## config.mk

```make
export PLATFORM = sky130hd
export DESIGN_NAME = latency_probe
export DESIGN_NICKNAME = d
export VERILOG_FILES = /design/src/rtl/latency_probe.sv
export SDC_FILE = /design/constraint.sdc
export NUM_CORES = 1
export LEC_CHECK = 0
export ABC_AREA = 1
export CAP_MARGIN = 0
export CORE_ASPECT_RATIO = 1.2
export CORE_MARGIN = 4
export CORE_UTILIZATION = 59
export CTS_CLUSTER_DIAMETER = 100
export DETAILED_ROUTE_END_ITERATION = 10
export GPL_ROUTABILITY_DRIVEN = 0
export PLACE_DENSITY_LB_ADDON = 0.1
export RECOVER_POWER = 100
export SLEW_MARGIN = 30
export SYNTH_ARGS = -nofsm -noshare
export SYNTH_HDL_FRONTEND = slang
export SYNTH_SLANG_ARGS = --single-unit
```

## constraint.sdc

```tcl
create_clock -name clk -period 5.15 [get_ports clk]
set_input_delay 0.515 -clock clk [delete_from_list [all_inputs] [get_ports clk]]
set_output_delay 0.515 -clock clk [all_outputs]
set_load 0.03 [all_outputs]
```

## src/rtl/latency_probe.sv

```systemverilog
// latency_probe: replays a stored frame to a downstream block over valid/ready,
// then measures the cycles until that block answers on resp_valid. Keeps
// last/min/max latency, a frame count, and sticky timeout / spurious flags.
module latency_probe #(
  parameter int DATA_W  = 8,
  parameter int DEPTH   = 64,
  parameter int CNT_W   = 16,
  parameter int GAP_W   = 8,
  parameter int TIMEOUT = 1000,
  localparam int AW = $clog2(DEPTH),
  localparam int LW = $clog2(DEPTH + 1)
) (
  input  logic              clk,
  input  logic              rst,
  input  logic              cfg_we,
  input  logic [AW-1:0]     cfg_addr,
  input  logic [DATA_W-1:0] cfg_data,
  input  logic [LW-1:0]     cfg_len,
  input  logic [GAP_W-1:0]  cfg_gap,
  input  logic [CNT_W-1:0]  cfg_repeat,
  input  logic              start,
  input  logic              abort,
  output logic [DATA_W-1:0] out_byte,
  output logic              out_valid,
  output logic              out_last,
  input  logic              out_ready,
  input  logic              resp_valid,
  output logic              busy,
  output logic              done,
  output logic              timeout_err,
  output logic              spurious_err,
  output logic [CNT_W-1:0]  lat_last,
  output logic [CNT_W-1:0]  lat_min,
  output logic [CNT_W-1:0]  lat_max,
  output logic [CNT_W-1:0]  frames_sent
);

  typedef enum logic [1:0] {
    IDLE      = 2'd0,
    SEND      = 2'd1,
    WAIT_RESP = 2'd2,
    GAP       = 2'd3
  } state_e;

  localparam logic [CNT_W-1:0] TIMEOUT_C = CNT_W'(TIMEOUT);
  localparam logic [LW-1:0]    DEPTH_C   = LW'(DEPTH);

  state_e state_q, state_d;

  logic [DATA_W-1:0] mem [DEPTH];

  logic [AW-1:0]     idx_q, idx_d;
  logic [LW-1:0]     len_q, len_d;
  logic [GAP_W-1:0]  gap_q, gap_d;
  logic [GAP_W-1:0]  gap_cnt_q, gap_cnt_d;
  logic [CNT_W-1:0]  rep_q, rep_d;
  logic [CNT_W-1:0]  lat_cnt_q, lat_cnt_d;
  logic [DATA_W-1:0] out_byte_q, out_byte_d;
  logic              out_valid_q, out_valid_d;
  logic              out_last_q, out_last_d;
  logic              done_q, done_d;
  logic              timeout_err_q, timeout_err_d;
  logic              spurious_err_q, spurious_err_d;
  logic [CNT_W-1:0]  lat_last_q, lat_last_d;
  logic [CNT_W-1:0]  lat_min_q, lat_min_d;
  logic [CNT_W-1:0]  lat_max_q, lat_max_d;
  logic [CNT_W-1:0]  frames_q, frames_d;

  // Helper terms shared by several FSM branches.
  logic [AW-1:0]     idx_nxt_s;
  logic [LW-1:0]     len_clamped_s;
  logic [CNT_W-1:0]  frames_inc_s;
  logic [CNT_W-1:0]  lat_plus1_s;
  logic              more_after_inc_s;
  logic              more_now_s;
  logic [DATA_W-1:0] first_byte_s;
  logic [DATA_W-1:0] next_byte_s;

  assign idx_nxt_s        = idx_q + AW'(1'b1);
  // A length beyond the buffer would replay stale wrapped entries; cap it.
  assign len_clamped_s    = (cfg_len > DEPTH_C) ? DEPTH_C : cfg_len;
  assign frames_inc_s     = (frames_q == {CNT_W{1'b1}}) ? frames_q : (frames_q + CNT_W'(1'b1));
  assign lat_plus1_s      = lat_cnt_q + CNT_W'(1'b1);
  assign more_after_inc_s = (rep_q == {CNT_W{1'b0}}) || (frames_inc_s < rep_q);
  assign more_now_s       = (rep_q == {CNT_W{1'b0}}) || (frames_q < rep_q);
  assign first_byte_s     = mem[{AW{1'b0}}];
  assign next_byte_s      = mem[idx_nxt_s];

  // Frame buffer: writable only while no run is active.
  always_ff @(posedge clk) begin
    if (cfg_we && (state_q == IDLE)) begin
      mem[cfg_addr] <= cfg_data;
    end
  end

  // Next-state, stream output and statistics logic.
  always_comb begin
    state_d        = state_q;
    idx_d          = idx_q;
    len_d          = len_q;
    gap_d          = gap_q;
    gap_cnt_d      = gap_cnt_q;
    rep_d          = rep_q;
    lat_cnt_d      = lat_cnt_q;
    out_byte_d     = out_byte_q;
    out_valid_d    = out_valid_q;
    out_last_d     = out_last_q;
    done_d         = 1'b0;
    timeout_err_d  = timeout_err_q;
    spurious_err_d = spurious_err_q;
    lat_last_d     = lat_last_q;
    lat_min_d      = lat_min_q;
    lat_max_d      = lat_max_q;
    frames_d       = frames_q;

    if (abort && (state_q != IDLE)) begin
      // Abort beats everything: stop the stream, keep stats, no done pulse.
      state_d     = IDLE;
      out_valid_d = 1'b0;
      out_last_d  = 1'b0;
    end else begin
      case (state_q)
        IDLE: begin
          if (start && (cfg_len != {LW{1'b0}})) begin
            len_d          = len_clamped_s;
            gap_d          = cfg_gap;
            rep_d          = cfg_repeat;
            lat_last_d     = {CNT_W{1'b0}};
            lat_min_d      = {CNT_W{1'b1}};
            lat_max_d      = {CNT_W{1'b0}};
            frames_d       = {CNT_W{1'b0}};
            timeout_err_d  = 1'b0;
            spurious_err_d = 1'b0;
            state_d        = SEND;
            idx_d          = {AW{1'b0}};
            out_byte_d     = first_byte_s;
            out_valid_d    = 1'b1;
            out_last_d     = (len_clamped_s == LW'(1'b1));
          end else if (resp_valid) begin
            spurious_err_d = 1'b1;
          end else begin
            spurious_err_d = spurious_err_q;
          end
        end

        SEND: begin
          if (resp_valid) begin
            spurious_err_d = 1'b1;
          end else begin
            spurious_err_d = spurious_err_q;
          end
          if (out_valid_q && out_ready) begin
            if (out_last_q) begin
              state_d     = WAIT_RESP;
              out_valid_d = 1'b0;
              out_last_d  = 1'b0;
              lat_cnt_d   = {CNT_W{1'b0}};
            end else begin
              // Prefetch the next byte so out_byte stays a plain register.
              idx_d      = idx_nxt_s;
              out_byte_d = next_byte_s;
              out_last_d = (LW'(idx_nxt_s) == (len_q - LW'(1'b1)));
            end
          end else begin
            out_byte_d = out_byte_q;
          end
        end

        WAIT_RESP: begin
          if (resp_valid || (lat_plus1_s >= TIMEOUT_C)) begin
            frames_d = frames_inc_s;
            if (resp_valid) begin
              lat_last_d = lat_plus1_s;
              lat_min_d  = (lat_plus1_s < lat_min_q) ? lat_plus1_s : lat_min_q;
              lat_max_d  = (lat_plus1_s > lat_max_q) ? lat_plus1_s : lat_max_q;
            end else begin
              timeout_err_d = 1'b1;
            end
            if (gap_q != {GAP_W{1'b0}}) begin
              state_d   = GAP;
              gap_cnt_d = gap_q;
            end else if (more_after_inc_s) begin
              state_d     = SEND;
              idx_d       = {AW{1'b0}};
              out_byte_d  = first_byte_s;
              out_valid_d = 1'b1;
              out_last_d  = (len_q == LW'(1'b1));
            end else begin
              state_d = IDLE;
              done_d  = 1'b1;
            end
          end else begin
            // Never passes TIMEOUT-1: the timeout branch leaves first.
            lat_cnt_d = lat_plus1_s;
          end
        end

        GAP: begin
          if (resp_valid) begin
            spurious_err_d = 1'b1;
          end else begin
            spurious_err_d = spurious_err_q;
          end
          if (gap_cnt_q <= GAP_W'(1'b1)) begin
            if (more_now_s) begin
              state_d     = SEND;
              idx_d       = {AW{1'b0}};
              out_byte_d  = first_byte_s;
              out_valid_d = 1'b1;
              out_last_d  = (len_q == LW'(1'b1));
            end else begin
              state_d = IDLE;
              done_d  = 1'b1;
            end
          end else begin
            gap_cnt_d = gap_cnt_q - GAP_W'(1'b1);
          end
        end

        default: begin
          state_d     = IDLE;
          out_valid_d = 1'b0;
          out_last_d  = 1'b0;
        end
      endcase
    end
  end

  // State and datapath registers with asynchronous reset.
  always_ff @(posedge clk or posedge rst) begin
    if (rst) begin
      state_q        <= IDLE;
      idx_q          <= {AW{1'b0}};
      len_q          <= {LW{1'b0}};
      gap_q          <= {GAP_W{1'b0}};
      gap_cnt_q      <= {GAP_W{1'b0}};
      rep_q          <= {CNT_W{1'b0}};
      lat_cnt_q      <= {CNT_W{1'b0}};
      out_byte_q     <= {DATA_W{1'b0}};
      out_valid_q    <= 1'b0;
      out_last_q     <= 1'b0;
      done_q         <= 1'b0;
      timeout_err_q  <= 1'b0;
      spurious_err_q <= 1'b0;
      lat_last_q     <= {CNT_W{1'b0}};
      lat_min_q      <= {CNT_W{1'b1}};
      lat_max_q      <= {CNT_W{1'b0}};
      frames_q       <= {CNT_W{1'b0}};
    end else begin
      state_q        <= state_d;
      idx_q          <= idx_d;
      len_q          <= len_d;
      gap_q          <= gap_d;
      gap_cnt_q      <= gap_cnt_d;
      rep_q          <= rep_d;
      lat_cnt_q      <= lat_cnt_d;
      out_byte_q     <= out_byte_d;
      out_valid_q    <= out_valid_d;
      out_last_q     <= out_last_d;
      done_q         <= done_d;
      timeout_err_q  <= timeout_err_d;
      spurious_err_q <= spurious_err_d;
      lat_last_q     <= lat_last_d;
      lat_min_q      <= lat_min_d;
      lat_max_q      <= lat_max_d;
      frames_q       <= frames_d;
    end
  end

  assign out_byte     = out_byte_q;
  assign out_valid    = out_valid_q;
  assign out_last     = out_last_q;
  assign busy         = (state_q != IDLE);
  assign done         = done_q;
  assign timeout_err  = timeout_err_q;
  assign spurious_err = spurious_err_q;
  assign lat_last     = lat_last_q;
  assign lat_min      = lat_min_q;
  assign lat_max      = lat_max_q;
  assign frames_sent  = frames_q;

endmodule

```

==> results of run 1 <==
## sequential cells by signal, indices dropped and copies added (netlist names)
| register | flops |
|---|---|
| gap_q | 8 |
| lat_max | 16 |
| lat_last | 16 |
| mem | 512 |
| lat_min | 16 |
| done | 1 |
| spurious_err | 1 |
| timeout_err | 1 |
| out_byte | 8 |
| state_q | 2 |
| rep_q | 16 |
| gap_cnt_q | 8 |
| out_valid | 1 |
| out_last | 1 |
| len_q | 7 |
| frames_sent | 16 |
| lat_cnt_q | 16 |
| idx_q | 6 |
## cells in the mapped netlist (13+ instances only)
master | count | area, um^2
dfstp_2 | 16 | 420.4
a21oi_1 | 42 | 210.2
nand2_1 | 316 | 1186
nand4_1 | 18 | 112.6
o21ai_0 | 249 | 1246
nand3_1 | 162 | 810.8
clkbuf_1 | 88 | 330.3
o221ai_1 | 80 | 700.7
ha_1 | 68 | 850.8
buf_2 | 25 | 125.1
edfxtp_1 | 512 | 15370
o211ai_1 | 43 | 322.8
dfrtp_1 | 124 | 3103
xor2_1 | 25 | 219.0
inv_1 | 165 | 619.3
o21ai_1 | 19 | 95.09
nor3_1 | 14 | 70.07
a31oi_1 | 13 | 81.33
nor2_1 | 386 | 1449
mux2i_1 | 80 | 800.8
o32ai_1 | 21 | 183.9
## kinds of logic after synthesis
kind of cell / Yosys count
compound gates: 493
xor+xnor: 29
fa+ha+maj: 68
flops: 652
simple gates: 929
mux: 81
buf+inv: 305
## layout make-up
cell class	instances	area (um^2)
Timing Repair Buffer	166	1499
Inverter	174	659.4
Tap cell	630	788.3
Multi-Input combinational cell	1600	8836
Fill cell	3569	15630
Sequential cell	652	18900
Clock buffer	90	1878
Clock inverter	26	255.2
## worst max-delay path: cells and delay by family (launching register included)
| family | cells | cell delay [ns] |
|---|---|---|
| buffers and inverters | 2 | 0.44 |
| xor gates and xnor gates | 1 | 0.22 |
| AOI/OAI and AO/OA | 2 | 0.36 |
| DFF | 1 | 0.41 |
| adders and majority gates | 2 | 0.54 |
| and+or+nand+nor | 14 | 2.33 |
## cells in the final DEF (no fill, tap or decap), drive strengths merged, types with 2 or more instances in the layout
master           n
mux2i           80
a211oi           3
clkbuf         112
o32ai           21
nor3            15
o21a             3
xor2            26
ha              68
nand3          164
buf             23
o211ai          43
dfrtp          124
dfstp           16
nand4           19
a21oi           42
o221ai          80
o21ai          275
o2111ai          5
bufinv           5
xnor2            3
clkinv          22
a31oi           13
clkdlybuf4s50   41
clkinvlp         2
dlygate4sd3     80
inv            171
nand2          325
nor2           395
a21o             2
edfxtp         512
or2              2
o22ai            3
nor4             8
## where the power goes
part	switching [W]	total, W	internal (W)
Sequential	0.000330	0.00648	0.00615
Combinational	0.00359	0.00531	0.00171
Clock	0.00194	0.00474	0.00280
Total	0.00586	0.0165	0.0107
## through the flow
step / area, um^2 / instances / utilization [%] / hold slack (ns) / setup slack (ns)
after floorplan: 29050 / 2557 / - / 0.4642 / 0.9086
after global placement: 30900 / 3222 / 63.79 / 0.4584 / 1.051
after detailed placement: 30900 / 3222 / 63.79 / 0.4646 / 0.8914
after CTS: 33040 / 3338 / 68.19 / 0.4481 / 0.8692
after global routing: 32820 / 3338 / 67.74 / 0.4735 / 0.2782
final: 32820 / 3338 / 67.74 / 0.4687 / 0.7771
## final timing paths
kind | startpoint | endpoint | slack (ns)
max | frames_sent[0] | out_byte[0] | 0.78
min | lat_min[10] | lat_min[10] | 0.47
max reg2reg | frames_sent[0] | out_byte[0] | 0.78
min reg2reg | lat_min[10] | lat_min[10] | 0.47
max in group asynchronous | rst | lat_max[2] | 1.59
min in group asynchronous | rst | lat_last[3] | 1.13
## metal layers
metal  track usage [%]  up-vias
li1                  -     9367
met1             34.43     9666
met2             45.48      807
met3             3.932      175
met4             11.90        0
met5                 0        -
==> results.md, run 1 <==
- Met3 WL post-DR: around 5 mm
- Final Skew: 0.02220 ns
- Status: finished, violations left
- Critical path class: flip-flop to flip-flop
- Die Area: approximately 53000 um^2
- CP max stage delay: 0.48 ns
- Clock Path Buffers: 3
- CTS root buf: clkbuf_16
- Main synth FF type: edfxtp_1
- Setup crit start kind: flip-flop
- Setup TNS Final: 0 ns
- Failing checks: capacitance limit, slew limit
- Clock Sinks: 652
- Post-Syn Area: 29050 um^2
- Synth cell types: about 50
- Hold Path Class: flip-flop to flip-flop
- CP most frequent cell: nand2_1
- Compound-gate portion of the synthesized area: 10.62%
- Synth Instances: around 2600
- Simple-gate share of the synthesized area: 13.45%
- Worst EP required: ~5.7 ns
- Crit. End Element: flip-flop
- Fmax: 0.2287 GHz
- DRT iter0 DRCs: 1767
- Layout cells sized above 1: 5.798%
- Power, Total: between 0.015 and 0.02 W
- Worst Hold Depth: 2
- Post-route ant nets: 0
- Vias: 20020
- Met1 Wirelength: 27.88 mm
- Post-synthesis mux area share: 2.795%
- GRT Total Usage: 26.77%
- # rows: 88
- CP max FO: 21
- RSZ-0062 raised after global routing: false
- Routed wire length: 71.45 mm
- Vias per std cell: about 6.0
- Largest net degree at the start of global routing: 189
- Post-Synth Adder-Cell Area: 2.929%
- Final period util: a little over four fifths
- Tightest Pin Transition: about 3.3 ns
- Starting Density: between 50% and 60%
- First-pass GRT wire length: 111.1 mm
- CP max-delay cell: nor3_1
- # setup viols final: 0
- Post-Synth XOR/XNOR Area: 0.9002%
- Synth Net Count: 2677
- Post-cts sizing count: 0
- Vert. Die Dim: approximately 250 um
- PortBufs: ~130
- Antenna violations before repair: 0
- Initial DRT Pass Iterations: 6
- Slew HR: -121.1%
- Worst-Skew Late Latency: ~0.59 ns
- Cell count of the worst reg-to-reg path: 21
- Maximum vdd drop: approximately 0.36 mV
- DP HPWL: 44.78 mm
- Mapped Avg Cell Area: 11.36 um^2
- Crit-path cells: ha_1, inv_1, nor2_1, nand2_1, nor2_1, nor3_1, nand4_1, nor2_1, nand2_1, nor2_1, xor2_1, ha_1, nand4_1, a31oi_1, a2111oi_0, nand2_1, nand3_1, nand2_1, inv_1, nand2_1, nand2_1
- Vias in the first global route: 19820
- # IOs: 130
- H-tree Lvls: 3
- Ant. Diodes: 0
- Final-report max-slew violation count: 719
- Drt drc: 0
- Std-Cell Core Area: 48450 um^2
- Cell area power density: 503.7 nW/um^2
- Leak: 12.15 nW
- Total of warnings raised by yosys: 0
- Number of flops mapped to enable cells by yosys: 512
- Max_cap viols: 11
- Final net count: 2780
- Sequential share of the synthesized area: 65.05%
- Routed WL per cell: 21.41 um
- Met2 wire len: 35.48 mm
- CTS Buf Count: 66
- CP Data Arrival Time: 4.90 ns
- Fraction of registers with async set/reset: between 20% and 30%
- Tmin final: 4.373 ns
- Hold-fix buffers at CTS: 0
- Flops & latches, synth: 652
- Area Growth Syn to Fin: 12.97%
- Number of post-CTS setup repair buffers: 0
- Fin. Hold Viols: 0
- Chip Width: 210.6 um
- Largest family of logic cells by synthesized area: simple AND/OR/NAND/NOR gates
- Clock Pin Slew Worst Setup and Hold Paths: around 0.060 ns
- CTS tree: built
- Highest Signal Layer: met4
- Total grt overflow: 0
Power figures use the tool's default switching activity.
==> run 2: changes to the inputs <==
Settings changed: CORE_UTILIZATION 59 to 55.
Clock period 5.15 ns to 3.95 ns, I/O delays scaled along.
==> run 2 against run 1 <==
  * Via count rose by 0.30%
  * Count of clock-buffer cells in the layout fell by 6
  * Combinational power rose by 35%
  * Critical endpoint is now lat_max[2]
  * Highest routed layer unchanged
  * Utilization fell by 4.4 points
  * Sequential power rose by 30%
  * First-iteration DRC count rose by 14%
  * The flow still finishes with violations (capacitance limit, slew limit)
  * Hold slack got worse by 0.17 ns
  * Clock skew fell by 0.00083 ns
==> results.md, run 2 (same netlist as run 1, synthesis figures left out) <==
- # rows: slightly above 90
- Final-report max-slew violation count: 456
- CP Data Arrival Time: 4.13 ns
- Tightest Pin Transition: 3.122 ns
- Initial DRT Pass Iterations: 5
- Final period util: between 90% and 100%
- Vert. Die Dim: 259.8 um
- Tmin final: 3.615 ns
- CTS tree: built
- Leading cell type in the layout, fill and taps excluded: edfxtp_1
- # IOs: 130
- Hold Path Class: input pin to flip-flop
- Vias per std cell: 5.804
- CP most frequent cell: nand2_1
- Clock Pin Slew Worst Setup and Hold Paths: 0.07 ns
- Crit-path cells: ha_1, nand2_1, nor2_4, nand2_1, o21ai_0, nand2_1, nor3_1, nand2_2, nand4_1, o2111ai_4, nand2_2, nand2_4, nand2_1, nand2_1
- Leak: about 12 nW
- Final net count: around 2800
- H-tree Lvls: 2
- Layout cells sized above 1: under 10%
- Setup TNS Final: 0 ns
- Routed WL per cell: 20.93 um
- CTS root buf: clkbuf_16
- Area of the multi-input gates: 8900 um^2
- Ant. Diodes: 0
- Total grt overflow: 0
- RSZ-0062 raised after global routing: false
- Cell count of the worst reg-to-reg path: 14
- Hold path endpoint: rep_q[0]
- Die Area: 56580 um^2
- Routed wire length: 72.39 mm
- Worst-Skew Late Latency: roughly 0.64 ns
- Clock Path Buffers: 3
- Setup crit start kind: flip-flop
- Drt drc: 0
- Fin. Hold Viols: 0
- Start of the worst register-to-register path: lat_cnt_q[0]
- Met3 Use GR: 3.763%
- DP HPWL: 47.17 mm
- Area Growth Syn to Fin: 14.17%
- Fillers: 4091
- GRT busiest layer: met2
- Commonest non-fill, non-tap cells in the layout: edfxtp_1, nor2_1, nand2_1
- Final Skew: 0.02137 ns
- Max reg flops: 512
- Maximum vdd drop: 0.3894 mV
- Slew HR: -108.1%
- # setup viols final: 0
- Cell area power density: roughly 650 nW/um^2
- Vias: 20080
- Worst Slack Setup Final: 0.3352 ns
- Fmax: 0.2766 GHz
- Chip Width: 217.8 um
- First-pass GRT wire length: 112.8 mm
- Largest net degree at the start of global routing: 98
- Vias in the first global route: 19740
- CTS Buf Count: 61
- Antenna violations before repair: 0
- Delay-heaviest family, CP: simple AND/OR/NAND/NOR gates
- Post-Place Setup Slack: 0.2766 ns
- Critical path class: flip-flop to flip-flop
- Worst Hold Depth: 3
- GRT Total Usage: 25.50%
- PortBufs: between 100 and 150
- Status: finished, violations left
- Std-Cell Core Area: 52380 um^2
- FF-to-FF End: lat_max[2]
- CP bufs+invs: 0
- Most flops, register: mem
- Starting Density: 55.47%
- Hold_sp: cfg_repeat[0]
- CP max-delay cell: nand2_2
- Post-route ant nets: 0
- R2r setup slk: 0.34 ns
- CP max FO: 34
- Clock Sinks: 652
- GRT met2 Usage: a little over two fifths
- Number of post-CTS setup repair buffers: 0
- Register area: roughly 19000 um^2
- Crit. End Element: flip-flop
- Failing checks: capacitance limit, slew limit
- Grt met1 use: 33.94%
- Worst EP required: 4.46 ns
- CP max stage delay: ~0.6 ns
- DRT iter0 DRCs: ~2000
- Max_cap viols: 9
==> run 2: cell types whose count changed in the layout (fill, tap and decap cells not counted), sizes merged <==
cell | before | now
clkinv | 22 | 21
clkinvlp | 2 | 4
clkdlybuf4s50 | 41 | 42
clkbuf | 112 | 142
buf | 23 | 36
bufinv | 5 | 6
==> run 2: power breakdown <==
group          leakage [nW]  switching [W]  internal (W)
registers              6.40       0.000426       0.00801
clock network         0.992        0.00253       0.00342
logic                  4.86        0.00480       0.00237
==> run 2: final cells by class <==
type / instances / share of cell area, %
multi-input combinational: 1600 / 26.83
timing repair buffer: 216 / 5.421
clock inverter: 28 / 0.9468
tap: 705 / 2.659
clock buffer: 84 / 5.172
inverter: 174 / 1.980
sequential: 652 / 56.99
==> run 2: repair_timing <==
action / 4_1_cts / 5_1_grt
hold endpoints to repair: 4 / 0
hold buffers: 1 / 0
resized for setup: 0 / 4
endpoints found under the setup margin: 0 / 16
==> run 2: per-stage QoR <==
stage	hold slack, ns	instances	utilization [%]	power (W)	instance area [um^2]
2_1_floorplan	0.4642	2557	-	0.01348	29050
3_3_place_gp	0.4544	3345	59.99	0.01571	31420
3_5_place_dp	0.4584	3346	60.04	0.01590	31450
4_1_cts	0.1564	3459	63.93	0.02186	33480
5_1_grt	0.2965	3459	63.33	0.02284	33170
6_report	0.3023	3459	63.33	0.02157	33170
==> run 2: worst max-delay path by stage <==
stage | startpoint | endpoint | cells past startpoint
floorplan | frames_sent[0] | idx_q[0] | 21
global placement | frames_sent[0] | idx_q[0] | 21
detailed placement | frames_sent[0] | idx_q[0] | 21
CTS | frames_sent[0] | idx_q[0] | 21
global route | frames_sent[1] | out_byte[0] | 21
finish | lat_cnt_q[0] | lat_max[2] | 14
==> run 2: worst reg2reg max path, delay by kind of cell, from the launching register on <==
kind | cells | cell delay (ns)
fa+ha+maj | 1 | 0.22
flops | 1 | 0.49
compound gates | 2 | 0.37
simple gates | 11 | 2.40
==> run 2: per-layer routing <==
metal	routed length, um	vias to the layer above
li1	-	9458
met1	29390	9772
met2	36010	712
met3	4684	134
met4	2310	0
met5	0	-
==> run 3: changes to the inputs <==
Settings changed: CAP_MARGIN 0 to 40, CORE_UTILIZATION 55 to 35, CTS_CLUSTER_SIZE set to 24.
==> run 3 against run 2 <==
  * The run still ends with capacitance limit, slew limit left
  * Clock power decreased by 31%
  * Critical path depth increased by 5
  * Maximum frequency increased by 0.42%
  * Clock skew increased by 0.0042 ns
  * Final cell count increased by 11%
  * Hold slack improved by 0.037 ns
  * First-iteration DRC count decreased by 28%
  * Non-clock buffer count increased by 25
  * Utilization decreased by 23 points
  * Highest routed layer unchanged
==> results.md, run 3 (same netlist as run 1, synthesis figures left out) <==
- Maximum vdd drop: 0.3375 mV
- Antenna violations before repair: 4
- CP max FO: 17
- Delay-heaviest family, CP: simple AND/OR/NAND/NOR gates
- DP Cell Count: 3768
- H-tree Lvls: 2
- # rows: 115
- Commonest non-fill, non-tap cells in the layout: edfxtp_1, nor2_1, nand2_1
- Hold Path Class: input pin to flip-flop
- CTS Buf Count: 35
- Worst EP required: 4.43 ns
- Crit-path cells: ha_1, nand2_2, nor2_1, nand2_2, nor2_1, nand4_1, nand2_1, inv_1, ha_1, nand4_1, nor3_1, nand2_1, o2111ai_1, nand2_1, a21oi_1, buf_2, nand2_4, nand2_1, nand2_1
- Fmax: 0.2778 GHz
- RSZ-0062 raised after global routing: false
- Max_cap viols: 13
- Clock Pin Slew Worst Setup and Hold Paths: ~0.10 ns
- Std-Cell Core Area: 82160 um^2
- Leading cell type in the layout, fill and taps excluded: edfxtp_1
- Hold_sp: cfg_gap[2]
- GRT Total Usage: 18.46%
- Chip Width: approximately 270 um
- CP Data Arrival Time: 4.08 ns
- Layout Cells excl Fill: 3833
- Vias in the first global route: roughly 20000
- DP HPWL: roughly 55 mm
- Initial DRT Pass Iterations: 5
- Die Area: 87690 um^2
- Fillers: ~8000
- CTS root buf: clkbuf_16
- Failing checks: capacitance limit, slew limit
- Hold-fix buffers at CTS: 0
- Total grt overflow: 0
- Routed wire length: between 80 and 90 mm
- CP most frequent cell: nand2_1
- CP max-delay cell: dfrtp_1
- Start of the worst register-to-register path: lat_cnt_q[0]
- FF-to-FF End: lat_max[13]
- Final net count: about 2800
- Final period util: 91.14%
- Worst-Skew Late Latency: about 0.6 ns
- # setup viols final: 0
- Leak: 11.84 nW
- Crit. End Element: flip-flop
- Worst Hold Depth: 3
- Placed Area: 32060 um^2
- Final Util: 40.00%
- Area Growth Syn to Fin: 13.12%
- Tightest Pin Transition: approximately 2.8 ns
- Tmin final: 3.600 ns
- Status: finished, violations left
- Fin area: 32860 um^2
- Final-report max-slew violation count: 573
- Routed WL per cell: ~21 um
- Most flops, register: mem
- Fin. Hold Viols: 0
- Cell count of the worst reg-to-reg path: 19
- Clock Path Buffers: 3
- CP bufs+invs: 2
- Slew HR: -88.36%
- Final Skew: 0.02559 ns
- Hold path endpoint: gap_q[2]
- Setup TNS Final: 0 ns
- Critical path class: flip-flop to flip-flop
- DRT iter0 DRCs: ~1400
- Vert. Die Dim: between 300 and 400 um
- Post-route ant nets: 0
- Layout cells sized above 1: 5.372%
- Starting Density: 35.36%
- CP max stage delay: roughly 0.48 ns
- First-pass GRT wire length: between 100 and 150 mm
- Vias: just under 20000
- Vias per std cell: 5.171
- Setup crit start kind: flip-flop
- Clock Sinks: roughly 650
- Drt drc: 0
- Cell area power density: around 600 nW/um^2
- Max reg flops: 512
- PortBufs: 129
- Largest net degree at the start of global routing: 167
- R2r setup slk: ~0.35 ns
- # IOs: 130
- CTS tree: built
-- run 3: metrics by stage --
stage | setup slack [ns] | hold slack (ns) | power [W]
6_report | 0.3502 | 0.3398 | 0.01990
5_1_grt | 0.006417 | 0.3508 | 0.02122
4_1_cts | 0.1567 | 0.2866 | 0.02034
3_5_place_dp | 0.2190 | 0.4576 | 0.01617
3_3_place_gp | 0.2557 | 0.4535 | 0.01608
2_1_floorplan | 0.5300 | 0.4642 | 0.01348
-- run 3: worst max path at each step --
stage                    from           to  slack [ns]  depth (start not counted)
3_5_place_dp   frames_sent[0]     idx_q[5]        0.22                         22
6_report         lat_cnt_q[0]  lat_max[13]        0.35                         19
3_3_place_gp   frames_sent[0]     idx_q[0]        0.26                         22
5_1_grt          lat_cnt_q[0]   lat_max[0]       0.006                         19
4_1_cts        frames_sent[0]     idx_q[5]        0.16                         22
2_1_floorplan  frames_sent[0]     idx_q[0]        0.53                         21
-- run 3: final cells by class --
type	instances	area, um^2	area share (%)
clock inverter	12	150.1	0.4569
antenna	4	10.01	0.03046
timing repair buffer	241	1916	5.829
tap	1111	1390	4.230
sequential	652	18900	57.52
clock buffer	39	912.1	2.776
multi-input combinational	1600	8922	27.15
inverter	174	659.4	2.007
-- run 3: layer usage --
metal / vias up / global-route usage (%) / share of wire (%)
li1: 9404 / - / -
met1: 9921 / 23.55 / 43
met2: 397 / 33.34 / 51
met3: 98 / 2.382 / 3.9
met4: 0 / 4.834 / 2.6
met5: - / 0 / 0
-- run 3: worst reg2reg max path: stages (launching register included) --
cell	delay, ns
dfrtp_1	0.48
ha_1	0.23
nand2_2	0.09
nor2_1	0.23
nand2_2	0.14
nor2_1	0.18
nand4_1	0.10
nand2_1	0.18
inv_1	0.10
ha_1	0.31
nand4_1	0.13
nor3_1	0.22
nand2_1	0.09
o2111ai_1	0.08
nand2_1	0.07
a21oi_1	0.11
buf_2	0.36
nand2_4	0.21
nand2_1	0.11
nand2_1	0.06
-- run 3: timing repair --
item	in CTS	in global routing
buffers inserted	0	0
endpoints found under the setup margin	0	15
resized for setup	0	4
-- run 3: report_power, final --
group          switching (W)  leakage (nW)  internal, W
clock network        0.00232         0.523      0.00181
logic                0.00496          4.91      0.00236
registers           0.000457          6.40      0.00800
